### config.mk
export PLATFORM = sky130hd
export DESIGN_NAME = vip_frame_ctrl
export DESIGN_NICKNAME = d
export VERILOG_FILES = /design/src/rtl/vip_frame_ctrl.sv
export SDC_FILE = /design/constraint.sdc
export NUM_CORES = 1
export LEC_CHECK = 0
export CORE_MARGIN = 5
export CORE_UTILIZATION = 28
export DETAILED_ROUTE_END_ITERATION = 8
export HOLD_SLACK_MARGIN = 0.08
export SYNTH_ARGS = -nofsm -noshare
export SYNTH_HDL_FRONTEND = slang
export SYNTH_SLANG_ARGS = --single-unit
### constraint.sdc
create_clock -name clk -period 2.2 [get_ports clk]
set_input_delay 0.22 -clock clk [delete_from_list [all_inputs] [get_ports clk]]
set_output_delay 0.22 -clock clk [all_outputs]
set_load 0.05 [all_outputs]
### src/rtl/vip_frame_ctrl.sv
// vip_frame_ctrl
// Frame-level sequencer for the RGB888 -> YCbCr444 colour-space pipeline.
// It admits or drops whole frames by skip ratio and latches the conversion
// mode at frame start. It holds the datapath enable while the pipeline
// drains, checks frame geometry and reports per-frame status.
// Build option: define VIP_FRAME_CTRL_TIMEOUT_EN to add the ACTIVE-state
// watchdog. The watchdog raises err_flags[3] and abandons a stalled frame.
module vip_frame_ctrl #(
  parameter int IMG_H_DISP  = 640,
  parameter int IMG_V_DISP  = 480,
  parameter int CNT_W       = 12,
  parameter int PIPE_LAT    = 3,
  parameter int TIMEOUT_CYC = 1048576
) (
  input  logic             clk,
  input  logic             rst_n,
  input  logic             per_frame_vsync,
  input  logic             per_frame_href,
  input  logic             per_frame_clken,
  input  logic             cfg_enable,
  input  logic [1:0]       cfg_mode,
  input  logic [3:0]       cfg_skip,
  input  logic             err_clr,
  output logic             proc_en,
  output logic [1:0]       mode_sel,
  output logic             frame_done,
  output logic [15:0]      frame_cnt,
  output logic [CNT_W-1:0] last_pix_cnt,
  output logic [CNT_W-1:0] last_line_cnt,
  output logic [3:0]       err_flags
);

  typedef enum logic [1:0] {
    WAIT_SOF = 2'd0,
    ACTIVE   = 2'd1,
    DRAIN    = 2'd2,
    SKIP     = 2'd3
  } state_e;

  localparam int DRN_W = (PIPE_LAT < 2) ? 1 : $clog2(PIPE_LAT + 1);
  localparam logic [DRN_W-1:0] DRN_LOAD = DRN_W'(PIPE_LAT);
  localparam logic [DRN_W-1:0] DRN_ONE  = DRN_W'(1);
  localparam logic [CNT_W-1:0] CNT_MAX  = {CNT_W{1'b1}};
  localparam logic [CNT_W-1:0] H_EXP    = CNT_W'(IMG_H_DISP);
  localparam logic [CNT_W-1:0] V_EXP    = CNT_W'(IMG_V_DISP);

  state_e           state_q, state_d;
  logic             vsync_q, href_q;
  logic [3:0]       skip_q, skip_d;
  logic [1:0]       mode_q, mode_d;
  logic             proc_en_q, proc_en_d;
  logic             done_q, done_d;
  logic [15:0]      frame_cnt_q, frame_cnt_d;
  logic [CNT_W-1:0] pix_q, pix_d;
  logic [CNT_W-1:0] line_q, line_d;
  logic [CNT_W-1:0] line_pix_q, line_pix_d;
  logic [CNT_W-1:0] last_pix_q, last_pix_d;
  logic [CNT_W-1:0] last_line_q, last_line_d;
  logic [3:0]       err_q, err_d;
  logic [DRN_W-1:0] drain_q, drain_d;
  logic             ovr_q, ovr_d;

  logic             sof, eof, line_end, pix_valid, ovr_now;
  logic [3:0]       err_set;
  logic [CNT_W-1:0] line_inc, line_fin;

  assign sof       = per_frame_vsync & ~vsync_q;
  assign eof       = ~per_frame_vsync & vsync_q;
  assign line_end  = ~per_frame_href & href_q;
  assign pix_valid = per_frame_href & per_frame_clken;

`ifdef VIP_FRAME_CTRL_TIMEOUT_EN
  localparam int WD_W = (TIMEOUT_CYC < 2) ? 1 : $clog2(TIMEOUT_CYC + 1);
  localparam logic [WD_W-1:0] WD_LAST = WD_W'(TIMEOUT_CYC - 1);
  logic [WD_W-1:0] wd_q, wd_d;

  // Watchdog count of idle clocks while a frame is active
  always_ff @(posedge clk or negedge rst_n) begin
    if (!rst_n) wd_q <= '0;
    else        wd_q <= wd_d;
  end
`else
  logic unused_timeout_cfg;
  assign unused_timeout_cfg = (TIMEOUT_CYC != 0);
`endif

  // Sync history resets high so a vsync/href already high at release is not taken as an edge
  always_ff @(posedge clk or negedge rst_n) begin
    if (!rst_n) begin
      vsync_q <= 1'b1;
      href_q  <= 1'b1;
    end else begin
      vsync_q <= per_frame_vsync;
      href_q  <= per_frame_href;
    end
  end

  // Sequencer state and status registers
  always_ff @(posedge clk or negedge rst_n) begin
    if (!rst_n) begin
      state_q     <= WAIT_SOF;
      skip_q      <= '0;
      mode_q      <= '0;
      proc_en_q   <= 1'b0;
      done_q      <= 1'b0;
      frame_cnt_q <= '0;
      pix_q       <= '0;
      line_q      <= '0;
      line_pix_q  <= '0;
      last_pix_q  <= '0;
      last_line_q <= '0;
      err_q       <= '0;
      drain_q     <= '0;
      ovr_q       <= 1'b0;
    end else begin
      state_q     <= state_d;
      skip_q      <= skip_d;
      mode_q      <= mode_d;
      proc_en_q   <= proc_en_d;
      done_q      <= done_d;
      frame_cnt_q <= frame_cnt_d;
      pix_q       <= pix_d;
      line_q      <= line_d;
      line_pix_q  <= line_pix_d;
      last_pix_q  <= last_pix_d;
      last_line_q <= last_line_d;
      err_q       <= err_d;
      drain_q     <= drain_d;
      ovr_q       <= ovr_d;
    end
  end

  // Next-state logic: frame admission, geometry counting, drain and error flags
  always_comb begin
    state_d     = state_q;
    skip_d      = skip_q;
    mode_d      = mode_q;
    proc_en_d   = proc_en_q;
    done_d      = 1'b0;
    frame_cnt_d = frame_cnt_q;
    pix_d       = pix_q;
    line_d      = line_q;
    line_pix_d  = line_pix_q;
    last_pix_d  = last_pix_q;
    last_line_d = last_line_q;
    drain_d     = drain_q;
    ovr_d       = ovr_q;
    err_set     = 4'b0000;
    line_inc    = (line_q == CNT_MAX) ? line_q : line_q + 1'b1;
    line_fin    = line_q;
    ovr_now     = 1'b0;
`ifdef VIP_FRAME_CTRL_TIMEOUT_EN
    wd_d        = wd_q;
`endif

    case (state_q)
      WAIT_SOF: begin
        if (sof && cfg_enable) begin
          if (skip_q == 4'd0) begin
            state_d    = ACTIVE;
            mode_d     = (cfg_mode == 2'd3) ? 2'd1 : cfg_mode;
            proc_en_d  = 1'b1;
            skip_d     = cfg_skip;
            pix_d      = '0;
            line_d     = '0;
            line_pix_d = '0;
`ifdef VIP_FRAME_CTRL_TIMEOUT_EN
            wd_d       = '0;
`endif
          end else begin
            state_d = SKIP;
            skip_d  = skip_q - 4'd1;
          end
        end
      end

      ACTIVE: begin
        if (pix_valid && (pix_q != CNT_MAX)) pix_d = pix_q + 1'b1;
        if (line_end) begin
          if (pix_q != H_EXP) err_set[0] = 1'b1;
          line_d     = line_inc;
          line_pix_d = pix_q;
          pix_d      = '0;
        end
        if (eof) begin
          line_fin    = line_end ? line_inc : line_q;
          if (line_fin != V_EXP) err_set[1] = 1'b1;
          last_line_d = line_fin;
          last_pix_d  = line_end ? pix_q : line_pix_q;
          drain_d     = DRN_LOAD;
          ovr_d       = 1'b0;
          state_d     = DRAIN;
        end
`ifdef VIP_FRAME_CTRL_TIMEOUT_EN
        if (pix_valid || eof) begin
          wd_d = '0;
        end else if (wd_q >= WD_LAST) begin
          err_set[3] = 1'b1;
          proc_en_d  = 1'b0;
          state_d    = SKIP;
          wd_d       = '0;
        end else begin
          wd_d = wd_q + 1'b1;
        end
`endif
      end

      DRAIN: begin
        // A frame that starts during drain is dropped; if it also ends during drain there is nothing left to skip
        ovr_now = (ovr_q & ~eof) | sof;
        ovr_d   = ovr_now;
        if (sof) err_set[2] = 1'b1;
        if (drain_q <= DRN_ONE) begin
          drain_d     = '0;
          done_d      = 1'b1;
          frame_cnt_d = frame_cnt_q + 16'd1;
          proc_en_d   = 1'b0;
          ovr_d       = 1'b0;
          state_d     = ovr_now ? SKIP : WAIT_SOF;
        end else begin
          drain_d = drain_q - DRN_ONE;
        end
      end

      SKIP: begin
        proc_en_d = 1'b0;
        if (eof) state_d = WAIT_SOF;
      end

      default: state_d = WAIT_SOF;
    endcase

    err_d = (err_clr ? 4'b0000 : err_q) | err_set;
`ifndef VIP_FRAME_CTRL_TIMEOUT_EN
    err_d[3] = 1'b0;
`endif
  end

  assign proc_en       = proc_en_q;
  assign mode_sel      = mode_q;
  assign frame_done    = done_q;
  assign frame_cnt     = frame_cnt_q;
  assign last_pix_cnt  = last_pix_q;
  assign last_line_cnt = last_line_q;
  assign err_flags     = err_q;

endmodule

# Word-level counts from Yosys, hierarchy flattened
# Index checks and enable logic that the tools add are counted.
# word_totals
ff_bits	94
output_inout_bits	48
elab_cells	102
# op_classes
addsub	5
magnitude_cmp	1
n_eq_ne	14
muxes	39
n_bitwise	11
n_reduce_logical	16
# op_table
operator	n
$mux 12	7
$pmux 12 s2	3
$add 12x1->12 const B	2
$mux 2	10
$add 16x1->16 const B	1
$mux 1	13
$eq 12x12->1 const B	1
$ne 12x10->1 const B	1
$ne 12x12->1 const B	1
$ne 12x9->1 const B	1
$reduce_and 4->1	3
$ne 2x2->1 const B	5
$pmux 2 s4	1
$reduce_and 2->1	4
$eq 2x2->1 const B	3
$reduce_and 3->1	2
$and 1x1->1	5
$logic_not 4->1	1
$mux 4	1
$not 1->1	4
$pmux 2 s2	1
$reduce_bool 2->1	2
$sub 4x1->4 const B	1
$mux 3	1
11 further kinds	12

# Longest topological paths before layout
# Gate-level depths: netlist (run 1).
# logic_depth
depth_word	8
ltp_mapped	9

# Least setup slack after synthesis (run 1)
# No wires, ideal clock.
# synth_timing
kind	flip-flop to flip-flop
startpoint	register skip_q[0]
endpoint	register pix_q[11]
setup_ns	0.078
arrival_ns	1.958
required_ns	2.122
setup_slack_ns	0.164
path_stages_with_launch	10
synth_period_minus_slack_ns	2.036
path_cell_list	dfrtp_1 > inv_1 > ha_1 > or3b_1 > buf_6 > o21ai_4 > buf_6 > nand4b_4 > or3_1 > a21oi_1
# synth_between
elab_chain_cells	3
# synth_lines
item	line_no	text
start: declaration	49	logic [3:0] skip_q, skip_d;
start signal: assignment	117	skip_q <= skip_d;
$logic_not 4->1	159	if (skip_q == 4'd0) begin
$ne 2x2->1 (no source line)	-	
$reduce_and 4->1 (no source line)	-	
end signal: assignment	122	pix_q <= pix_d;
end: declaration	54	logic [CNT_W-1:0] pix_q, pix_d;
# No other way between the ends.
# A chain may end at the register's enable or synchronous reset.

# Final worst setup path (run 1)
# Ends and elaborated chain as after synthesis.

==> results of run 1 <==
-- how the worst max path moves through the flow --
stage | slack [ns] | startpoint | depth (start not counted) | end
global placement | 0.03 | per_frame_href | 6 | err_flags[1]
floorplan | 0.16 | skip_q[0] | 9 | pix_q[11]
CTS | 0.06 | skip_q[0] | 7 | pix_q[10]
global route | 0.005 | line_q[1] | 6 | line_q[5]
finish | 0.11 | skip_q[0] | 9 | pix_q[11]
detailed placement | -0.04 | per_frame_href | 6 | err_flags[1]
-- sequential cells by signal (all words and copies together) (netlist names), 2 cells and up --
signal and flops:
drain_q 2, err_flags 3, frame_cnt 16, last_line_cnt 12, last_pix_cnt 12, line_pix_q 12, line_q 12, mode_sel 2
pix_q 12, skip_q 4, state_q 2
-- layout by cell type (no fill, tap or decap), types with 3 or more instances in the layout --
master / synthesis / routed
sky130_fd_sc_hd__buf_4: 2 / 45
sky130_fd_sc_hd__o22ai_1: 5 / 5
sky130_fd_sc_hd__and2_1: 3 / 3
sky130_fd_sc_hd__xnor2_1: 16 / 16
sky130_fd_sc_hd__clkdlybuf4s50_1: 0 / 58
sky130_fd_sc_hd__a211oi_1: 3 / 3
sky130_fd_sc_hd__nor2b_1: 4 / 4
sky130_fd_sc_hd__nor2_1: 42 / 41
sky130_fd_sc_hd__inv_1: 14 / 13
sky130_fd_sc_hd__o31ai_1: 8 / 8
sky130_fd_sc_hd__nand2b_1: 8 / 8
sky130_fd_sc_hd__or3_1: 7 / 7
sky130_fd_sc_hd__mux2_2: 4 / 4
sky130_fd_sc_hd__nor4_2: 2 / 3
sky130_fd_sc_hd__dfrtp_1: 92 / 92
sky130_fd_sc_hd__clkbuf_16: 0 / 9
sky130_fd_sc_hd__nor4_1: 4 / 3
sky130_fd_sc_hd__nand3_1: 16 / 16
sky130_fd_sc_hd__nand3b_1: 3 / 3
sky130_fd_sc_hd__a31oi_1: 18 / 18
sky130_fd_sc_hd__and3_1: 9 / 9
sky130_fd_sc_hd__a22o_1: 3 / 3
sky130_fd_sc_hd__a21oi_1: 24 / 24
sky130_fd_sc_hd__or2_2: 3 / 3
sky130_fd_sc_hd__nor3_1: 8 / 8
sky130_fd_sc_hd__nand2_1: 94 / 94
sky130_fd_sc_hd__mux2i_1: 4 / 4
sky130_fd_sc_hd__ha_1: 5 / 5
sky130_fd_sc_hd__nand4_1: 8 / 8
sky130_fd_sc_hd__xor2_1: 6 / 6
sky130_fd_sc_hd__o21ai_0: 36 / 36
sky130_fd_sc_hd__o41ai_1: 4 / 4
-- stage by stage --
stage,instances,setup TNS (ns),hold WS [ns]
global placement,812,0,0.2440
global route,832,0,0.4073
CTS,829,0,0.3992
floorplan,522,0,-0.07559
detailed placement,812,-0.06590,0.2533
finish,832,0,0.4124
-- final cells by class --
type	instances	area [um2]
well taps	220	275.3
flip-flops and latches	94	2355
clock buffers	11	242.7
fillers	1706	10500
clock inverters	5	56.30
repair buffers	107	973.4
inverters	14	52.55
multi-input cells	381	2245
-- power groups by stage --
| stage | registers, uW | clock network, uW | logic [uW] |
|---|---|---|---|
| 3_3_place_gp | 2430 | 0 | 2910 |
| 6_report | 2430 | 1590 | 3040 |
| 2_1_floorplan | 3210 | 0 | 1130 |
| 5_1_grt | 2490 | 1700 | 3280 |
| 4_1_cts | 2430 | 1640 | 2980 |
| 3_5_place_dp | 2460 | 0 | 2970 |
-- logic make-up (layout without fill, tap and decap cells) --
| group | after synthesis | in the layout | synth area share, % |
|---|---|---|---|
| adder cells (fa/ha/maj) | 5 | 5 | 1.306 |
| multiplexers | 8 | 8 | 1.776 |
| XOR/XNOR | 22 | 22 | 4.022 |
| buffers and inverters | 47 | 137 | 4.361 |
| flip-flops | 94 | 94 | 49.15 |
| other | 1 | 1 | 0.07827 |
| AND/OR/NAND/NOR | 224 | 224 | 23.17 |
| AO/OA/AOI/OAI | 121 | 121 | 16.14 |
-- what timing repair did --
| action | CTS | global route |
|---|---|---|
| setup endpoints to repair | 0 | 9 |
| gates resized for setup | 0 | 6 |
| hold buffers | 1 | 0 |
| setup buffers | 0 | 3 |
| endpoints found under the hold margin | 38 | 0 |
-- critical path: cells and delay by family, from the launching register on --
kind / cells / cell delay, ns
fa+ha+maj: 1 / 0.15
buf+inv: 3 / 0.32
compound gates: 2 / 0.34
flops: 1 / 0.41
simple gates: 3 / 0.80
-- per-layer routing --
layer	part of all wire (%)	routed length, um	up-vias
li1	-	-	2008
met1	46	5894	2026
met5	0	0	-
met4	1.3	172	0
met2	47	6053	121
met3	5.3	684	12
==> results.md, run 1 <==
| Parameter | Reported | Unit |
|---|---|---|
| Delay of the slowest cell on the worst path | 0.41 | ns |
| Hold Fails Final Rpt | 0 | - |
| Vias post-DR | 4,167 | - |
| Count of input and output buffers | 59 | - |
| Pin slew with the least headroom to its limit | 0.5667 | ns |
| Relative slew margins | 62.22 | % |
| Routability cong. | 0.9235 | - |
| DR DRC count | 0 | - |
| Worst Path Max Fanout | 5 | - |
| Comb pwr share | 43.0 | % |
| Number of instances in the synthesized netlist | 522 | - |
| Number of global-route vias before repair | 4,116 | - |
| Synthesized netlist net count | 540 | - |
| Proportion of power drawn by the clock network | 22.5 | % |
| Synth Cell Area | 4791 | um2 |
| GR Util met3 | 2.675 | % |
| Power density cells | 1139 | nW/um2 |
| Area share of the leading cell type in the synthesized netlist | 48.05 | % |
| Worst vdd ir | 0.0005044 | V |
| First-pass GRT wire length | 21,400 | um |
| Sequential fraction of the synthesis area | 49.15 | % |
| HP Class | primary input to register | - |
| Number of CTS-inserted buffers | 9 | - |
| Design area | 6200 | um2 |
| Routed wire length | 12,800 | um |
| Cell row count | 47 | - |
| Final count of negative-setup-slack endpoints | 0 | - |
| Endpoint with the worst hold slack | vsync_q | - |
| All-layer global routing usage | 13.20 | % |
| CTS tree | yes | - |
| Share of async-settable or async-resettable flops after synthesis | 100.0 | % |
| Post-layout power | 7058 | uW |
| Final core utilization | 37.12 | % |
| Internal | 4153 | uW |
| Ranking of synthesized cells by instance count | sky130_fd_sc_hd__nand2_1 (94), sky130_fd_sc_hd__dfrtp_1 (92), sky130_fd_sc_hd__nor2_1 (42), sky130_fd_sc_hd__o21ai_0 (36), sky130_fd_sc_hd__a21oi_1 (24) | - |
| Clock transition at the register clock pins on the worst setup and hold paths after CTS | 0.06 | ns |
| Final max-slew violation count | 0 | - |
| H-tree Lvls | 3 | - |
| Width of the die | 140.8 | um |
| Critical path startpoint category | register | - |
| Min-delay src | per_frame_vsync | - |
| Clock latency on the worst-skew pair | 0.35 | ns |
| Worst Setup End Kind | register | - |
| Post-synthesis average cell area | 9.178 | um2 |
| Antenna diode count | 0 | - |
| Worst hold path depth | 1 | - |
| Fraction of power spent switching nets | 41.16 | % |
| Sequence of cells on the critical path | inv_2 > ha_1 > or3b_4 > o21ai_4 > buf_12 > buf_4 > nand4b_4 > or3_1 > a21oi_1 | - |
| Number of iterations in the first detailed-routing pass | 6 | - |
| Cell area after placement | 5843 | um2 |
| Register-to-register setup slack | 0.11 | ns |
| Clock Tree Buf Depth | 2 | - |
| Most common cell in the netlist | sky130_fd_sc_hd__nand2_1 | - |
| Setup clock skew after layout | 0.008519 | ns |
| GR Overflow Total | 0 | - |
| Count of cell types in the netlist | 65 | - |
| Initial antenna violation count | 0 | - |
| Period minus WS final | 2.090 | ns |
| Routed length per placed instance | 15.39 | um |
| Number of sinks driven by the clock tree | 94 | - |
| Share of post-route cells with drive strength above 1 | 14.71 | % |
| Slowest cell on the critical path | sky130_fd_sc_hd__dfrtp_1 | - |
| Initial DRC count | 296 | - |
| FF-to-FF path depth | 9 | - |
| Half-perimeter wire length after detailed placement | 9383 | um |
| Power spent charging and discharging nets | 2905 | uW |
| Boundary Pins | 61 | - |
| Met2 Usage GRT | 21.14 | % |
| Post-synth top area cell | sky130_fd_sc_hd__dfrtp_1 | - |
| Req. time, crit path | 2.46 | ns |
| Layer with the highest usage | met2 | - |
| Relative contribution of sequential cells to total power | 34.4 | % |
| RR Endpoint | pix_q[11] | - |
| Top_reg_cell synth | sky130_fd_sc_hd__dfrtp_1 | - |
| Core area | 16,700 | um2 |
| Run status | completed | - |
| Number of warnings printed during yosys synthesis | 0 | - |
| Peak clock frequency supported by timing | 0.4784 | GHz |
| Root Buffer | sky130_fd_sc_hd__clkbuf_16 | - |
| Net count reported at finish | 625 | - |
| Crit Reg-Reg Startpoint | skip_q[0] | - |
| Signal arrival time at the worst endpoint | 2.35 | ns |
| RSZ-0062 raised after global routing | false | - |
| DIE AREA | 19,830 | um2 |
| Worst slack, placed | -0.04180 | ns |
| Worst-case setup margin in the final layout | 0.1096 | ns |
| Synthesis-to-finish area growth | 29.41 | % |
| Number of synthesized register bits | 94 | - |
| Synth top area cells | sky130_fd_sc_hd__dfrtp_1 (48%), sky130_fd_sc_hd__nand2_1 (7.4%), sky130_fd_sc_hd__o21ai_0 (3.8%), sky130_fd_sc_hd__nor2_1 (3.3%), sky130_fd_sc_hd__xnor2_1 (2.9%) | - |
| Maximum number of pins on one net before global-route repair | 42 | - |
| Initial Utilization | 28.69 | % |
| Via density per instance | 5.008 | - |
| Path type of the worst setup path | register to register | - |
| EDFF count, synth | 0 | - |
| Global-route met1 utilization | 18.16 | % |
| Number of maximum-capacitance violations | 0 | - |
| Leakage component of the power | 0.002574 | uW |
| Number of nets with antenna violations after detailed routing | 0 | - |
| Vert. Die Dim | 140.8 | um |
| Fraction of the cycle the final worst path needs | 95.02 | % |
No activity file was read; power rests on OpenSTA's default activity.
==> run 2: changes to the inputs <==
--- a/config.mk
+++ b/config.mk
@@ -5,6 +5,7 @@
 export SDC_FILE = /design/constraint.sdc
 export NUM_CORES = 1
 export LEC_CHECK = 0
+export ABC_AREA = 1
 export CORE_MARGIN = 5
 export CORE_UTILIZATION = 28
 export DETAILED_ROUTE_END_ITERATION = 8
==> run 2 against run 1 <==
Sequential share of layout area up 1.7 points; total power up 9.7%; critical path depth up 2; die area down 2.5%; clock power up 9%; core utilization down 1.1 points; clock-buffer cell count down 1; routed wire length down 15%; maximum frequency up 7.2%; largest cell class unchanged; design area down 4.4%.
==> results.md, run 2 <==
| Parameter | Reported | Unit | vs previous |
|---|---|---|---|
| Share of post-route cells with drive strength above 1 | 9.380 | % | -5.3 points |
| Power spent charging and discharging nets | 3320 | uW | +14% |
| Net count reported at finish | 642 | - | +2.7% |
| Routability cong. | 0.8468 | - | -8.3% |
| Peak clock frequency supported by timing | 0.5130 | GHz | +7.2% |
| EDFF count, synth | 0 | - | unchanged |
| Relative slew margins | 63.17 | % | +0.95 points |
| Post-synthesis average cell area | 8.415 | um2 | -8.3% |
| Signal arrival time at the worst endpoint | 2.20 | ns | -0.15 ns |
| Most common library cell in the layout ignoring fill and taps | sky130_fd_sc_hd__nand2_1 | - |  |
| Number of synthesized register bits | 94 | - | unchanged |
| All-layer global routing usage | 11.84 | % | -1.4 points |
| Boundary Pins | 61 | - | unchanged |
| First-pass GRT wire length | 18,800 | um | -12% |
| DIE AREA | 19,330 | um2 | -2.5% |
| Count of cell types in the netlist | 40 | - | -38% |
| Antenna diode count | 0 | - | unchanged |
| Number of nets with antenna violations after detailed routing | 0 | - | unchanged |
| Leakage component of the power | 0.002756 | uW | +7.1% |
| Synth Cell Area | 4662 | um2 | -2.7% |
| Fraction of the cycle the final worst path needs | 88.60 | % | -6.4 points |
| Path type of the worst setup path | register to register | - |  |
| Initial antenna violation count | 0 | - | unchanged |
| Maximum number of pins on one net before global-route repair | 48 | - | +14% |
| Commonest cells after routing, fill and taps aside | sky130_fd_sc_hd__nand2_1 (132), sky130_fd_sc_hd__dfrtp_1 (92), sky130_fd_sc_hd__inv_1 (72), sky130_fd_sc_hd__clkdlybuf4s50_1 (58), sky130_fd_sc_hd__o21ai_0 (52) | - |  |
| Relative contribution of sequential cells to total power | 34.3 | % | about the same |
| Worst Path Max Fanout | 8 | - | +3 |
| Initial DRC count | 272 | - | -8.1% |
| Most frequent cell on the critical path | sky130_fd_sc_hd__nand2_1 | - |  |
| Max reg flops | 16 | - | unchanged |
| Worst vdd ir | 0.0006716 | V | +33% |
| Sequential fraction of the synthesis area | 50.51 | % | +1.4 points |
| Most common cell in the netlist | sky130_fd_sc_hd__nand2_1 | - |  |
| Number of maximum-capacitance violations | 0 | - | unchanged |
| Req. time, crit path | 2.45 | ns | about the same |
| Run status | completed | - |  |
| Root Buffer | sky130_fd_sc_hd__clkbuf_16 | - |  |
| Fraction of power spent switching nets | 42.88 | % | +1.7 points |
| Clock transition at the register clock pins on the worst setup and hold paths after CTS | 0.07 | ns | about the same |
| Hold Fails Final Rpt | 0 | - | unchanged |
| Routed wire length | 10,880 | um | -15% |
| Width of the die | 139.0 | um | -1.3% |
| Half-perimeter wire length after detailed placement | 7963 | um | -15% |
| Post-synth top area cell | sky130_fd_sc_hd__dfrtp_1 | - |  |
| Logic depth of the worst path, buffers included | 11 | - | +2 |
| Number of global-route vias before repair | 3,725 | - | -9.5% |
| Comb pwr share | 43.4 | % | +0.4 points |
| Post-layout power | 7742 | uW | +9.7% |
| Clock latency on the worst-skew pair | 0.35 | ns | about the same |
| Vias post-DR | 3,808 | - | -8.6% |
| Sequence of cells on the critical path | ha_1 > nand3_1 > nand3b_2 > nand2_1 > o21ai_0 > nand2_1 > nand2_1 > nor2_1 > nand2_1 > nand2_1 > nand2_1 | - |  |
| Cell row count | 47 | - | unchanged |
| Synthesis-to-finish area growth | 27.13 | % |  |
| Final max-slew violation count | 0 | - | unchanged |
| Number of iterations in the first detailed-routing pass | 5 | - | -1 |
| HP Class | primary input to async pin | - |  |
| Via density per instance | 4.485 | - | -10% |
| Pin slew with the least headroom to its limit | 0.5507 | ns | -0.01596 ns |
| Category of cells accounting for the largest share of critical-path delay | simple AND/OR/NAND/NOR gates | - |  |
| Number of warnings printed during yosys synthesis | 0 | - | unchanged |
| Vert. Die Dim | 139.0 | um | -1.3% |
| GR Overflow Total | 0 | - | unchanged |
| Synthesized netlist net count | 572 | - | +5.9% |
| Count of input and output buffers | 59 | - | unchanged |
| RSZ-0062 raised after global routing | false | - |  |
| Number of sinks driven by the clock tree | 94 | - | unchanged |
| FF-to-FF path depth | 11 | - | +2 |
| DR DRC count | 0 | - | unchanged |
| Power density cells | 1306 | nW/um2 | +15% |
| Share of async-settable or async-resettable flops after synthesis | 100.0 | % | unchanged |
| Crit path buf inv count | 0 | - | -3 |
| Number of CTS-inserted buffers | 9 | - | unchanged |
| Setup TNS Final | 0 | ns | unchanged |
| Critical path startpoint category | register | - |  |
| Final count of negative-setup-slack endpoints | 0 | - | unchanged |
| Clock Tree Buf Depth | 2 | - | unchanged |
| Delay of the slowest cell on the worst path | 0.43 | ns | +0.02 ns |
| Proportion of power drawn by the clock network | 22.3 | % | -0.2 points |
| Internal | 4422 | uW | +6.5% |
| CTS tree | yes | - |  |
| Area share of the leading cell type in the synthesized netlist | 49.38 | % | +1.3 points |
| Setup clock skew after layout | 0.01301 | ns | +0.004494 ns |
| Core area | 16,470 | um2 | -1.4% |
| Ranking of synthesized cells by instance count | sky130_fd_sc_hd__nand2_1 (132), sky130_fd_sc_hd__dfrtp_1 (92), sky130_fd_sc_hd__inv_1 (72), sky130_fd_sc_hd__o21ai_0 (52), sky130_fd_sc_hd__nor2_1 (43) | - |  |
| Worst Setup End Kind | register | - |  |
| Slowest cell on the critical path | sky130_fd_sc_hd__dfrtp_1 | - |  |
| Synth top area cells | sky130_fd_sc_hd__dfrtp_1 (49%), sky130_fd_sc_hd__nand2_1 (11%), sky130_fd_sc_hd__inv_1 (5.8%), sky130_fd_sc_hd__o21ai_0 (5.6%), sky130_fd_sc_hd__nor2_1 (3.5%) | - |  |
| Number of instances in the synthesized netlist | 554 | - | +6.1% |
| H-tree Lvls | 3 | - | unchanged |
| Top_reg_cell synth | sky130_fd_sc_hd__dfrtp_1 | - |  |
| Period minus WS final | 1.949 | ns | -0.1413 ns |
| Routed length per placed instance | 12.81 | um | -17% |
| Initial Utilization | 28.31 | % | -0.37 points |
## run 2: cell count changes after synthesis, sizes merged, moves of 11 or more
cell	delta
nand3	+14
o22ai	+16
a21oi	-15
xnor2	-11
clkbuf	-12
inv	+59
o21ai	+23
a31oi	-18
nand2	+44
## run 2: per-layer routing
layer | part of all wire [%] | wire [um] | track usage, %
met1 | 49 | 5380 | 15.90
met2 | 46 | 4962 | 18.69
met3 | 3.9 | 419 | 3.517
met4 | 1.1 | 115 | 3.244
met5 | 0 | 0 | 0
## run 2: power by group through the flow
stage          clock (uW)  combinational (uW)  sequential (uW)
6_report             1730                3360             2650
5_1_grt              1860                3670             2740
4_1_cts              1780                3400             2660
3_5_place_dp            0                3390             2690
3_3_place_gp            0                3350             2690
2_1_floorplan           0                1340             3590
## run 2: logic make-up after synthesis
kind of cell             Yosys count  synth area share [%]
AO/OA/AOI/OAI                    102                 12.27
XOR/XNOR                          17                 3.194
adder cells (fa/ha/maj)            5                 1.342
buffers and inverters             90                 7.810
flip-flops                        94                 50.51
multiplexers                       1                0.2415
other                              1               0.08044
AND/OR/NAND/NOR                  244                 24.56
## run 2: worst paths after layout
kind,slack (ns),from,to
max,0.25,line_q[1],err_flags[1]
min,0.31,rst_n,skip_q[0]
max reg2reg,0.25,line_q[1],err_flags[1]
min reg2reg,0.47,frame_cnt[15],frame_cnt[15]
max in group asynchronous,1.20,rst_n,vsync_q
min in group clk,0.35,per_frame_vsync,vsync_q
## run 2: worst register-to-register path, stage by stage, from the launching register on
cell and delay [ns]:
sky130_fd_sc_hd__dfrtp_1 0.43, sky130_fd_sc_hd__ha_1 0.29, sky130_fd_sc_hd__nand3_1 0.13, sky130_fd_sc_hd__nand3b_2 0.32, sky130_fd_sc_hd__nand2_1 0.15, sky130_fd_sc_hd__o21ai_0 0.09
sky130_fd_sc_hd__nand2_1 0.11, sky130_fd_sc_hd__nand2_1 0.08, sky130_fd_sc_hd__nor2_1 0.10, sky130_fd_sc_hd__nand2_1 0.06, sky130_fd_sc_hd__nand2_1 0.05, sky130_fd_sc_hd__nand2_1 0.04
## run 2: final cells by class
| type | count | area, um2 |
|---|---|---|
| clock inverter | 6 | 92.59 |
| tap | 220 | 275.3 |
| inverter | 73 | 274.0 |
| sequential | 94 | 2355 |
| clock buffer | 10 | 239.0 |
| timing repair buffer | 76 | 743.2 |
| fill | 1714 | 10540 |
| multi-input combinational | 370 | 1948 |
## run 2: per-stage QoR
| step | std cells | cell area (um2) | setup WS (ns) | util [%] | hold WS, ns |
|---|---|---|---|---|---|
| 6_report | 849 | 5927 | 0.2508 | 36.00 | 0.3126 |
| 5_1_grt | 849 | 5927 | 0.02397 | 36.00 | 0.3338 |
| 4_1_cts | 849 | 5922 | 0.1896 | 35.97 | 0.3183 |
| 3_5_place_dp | 832 | 5580 | 0.1999 | 33.89 | 0.1625 |
| 3_3_place_gp | 832 | 5580 | 0.1964 | 33.89 | 0.1597 |
| 2_1_floorplan | 554 | 4662 | 0.4382 | - | -0.07559 |
## run 2: repair_timing
item / 4_1_cts / 5_1_grt
setup buffers: 0 / 0
endpoints found under the setup margin: 0 / 7
hold buffers: 1 / 0
gates resized for setup: 0 / 1
endpoints found under the hold margin: 23 / 0
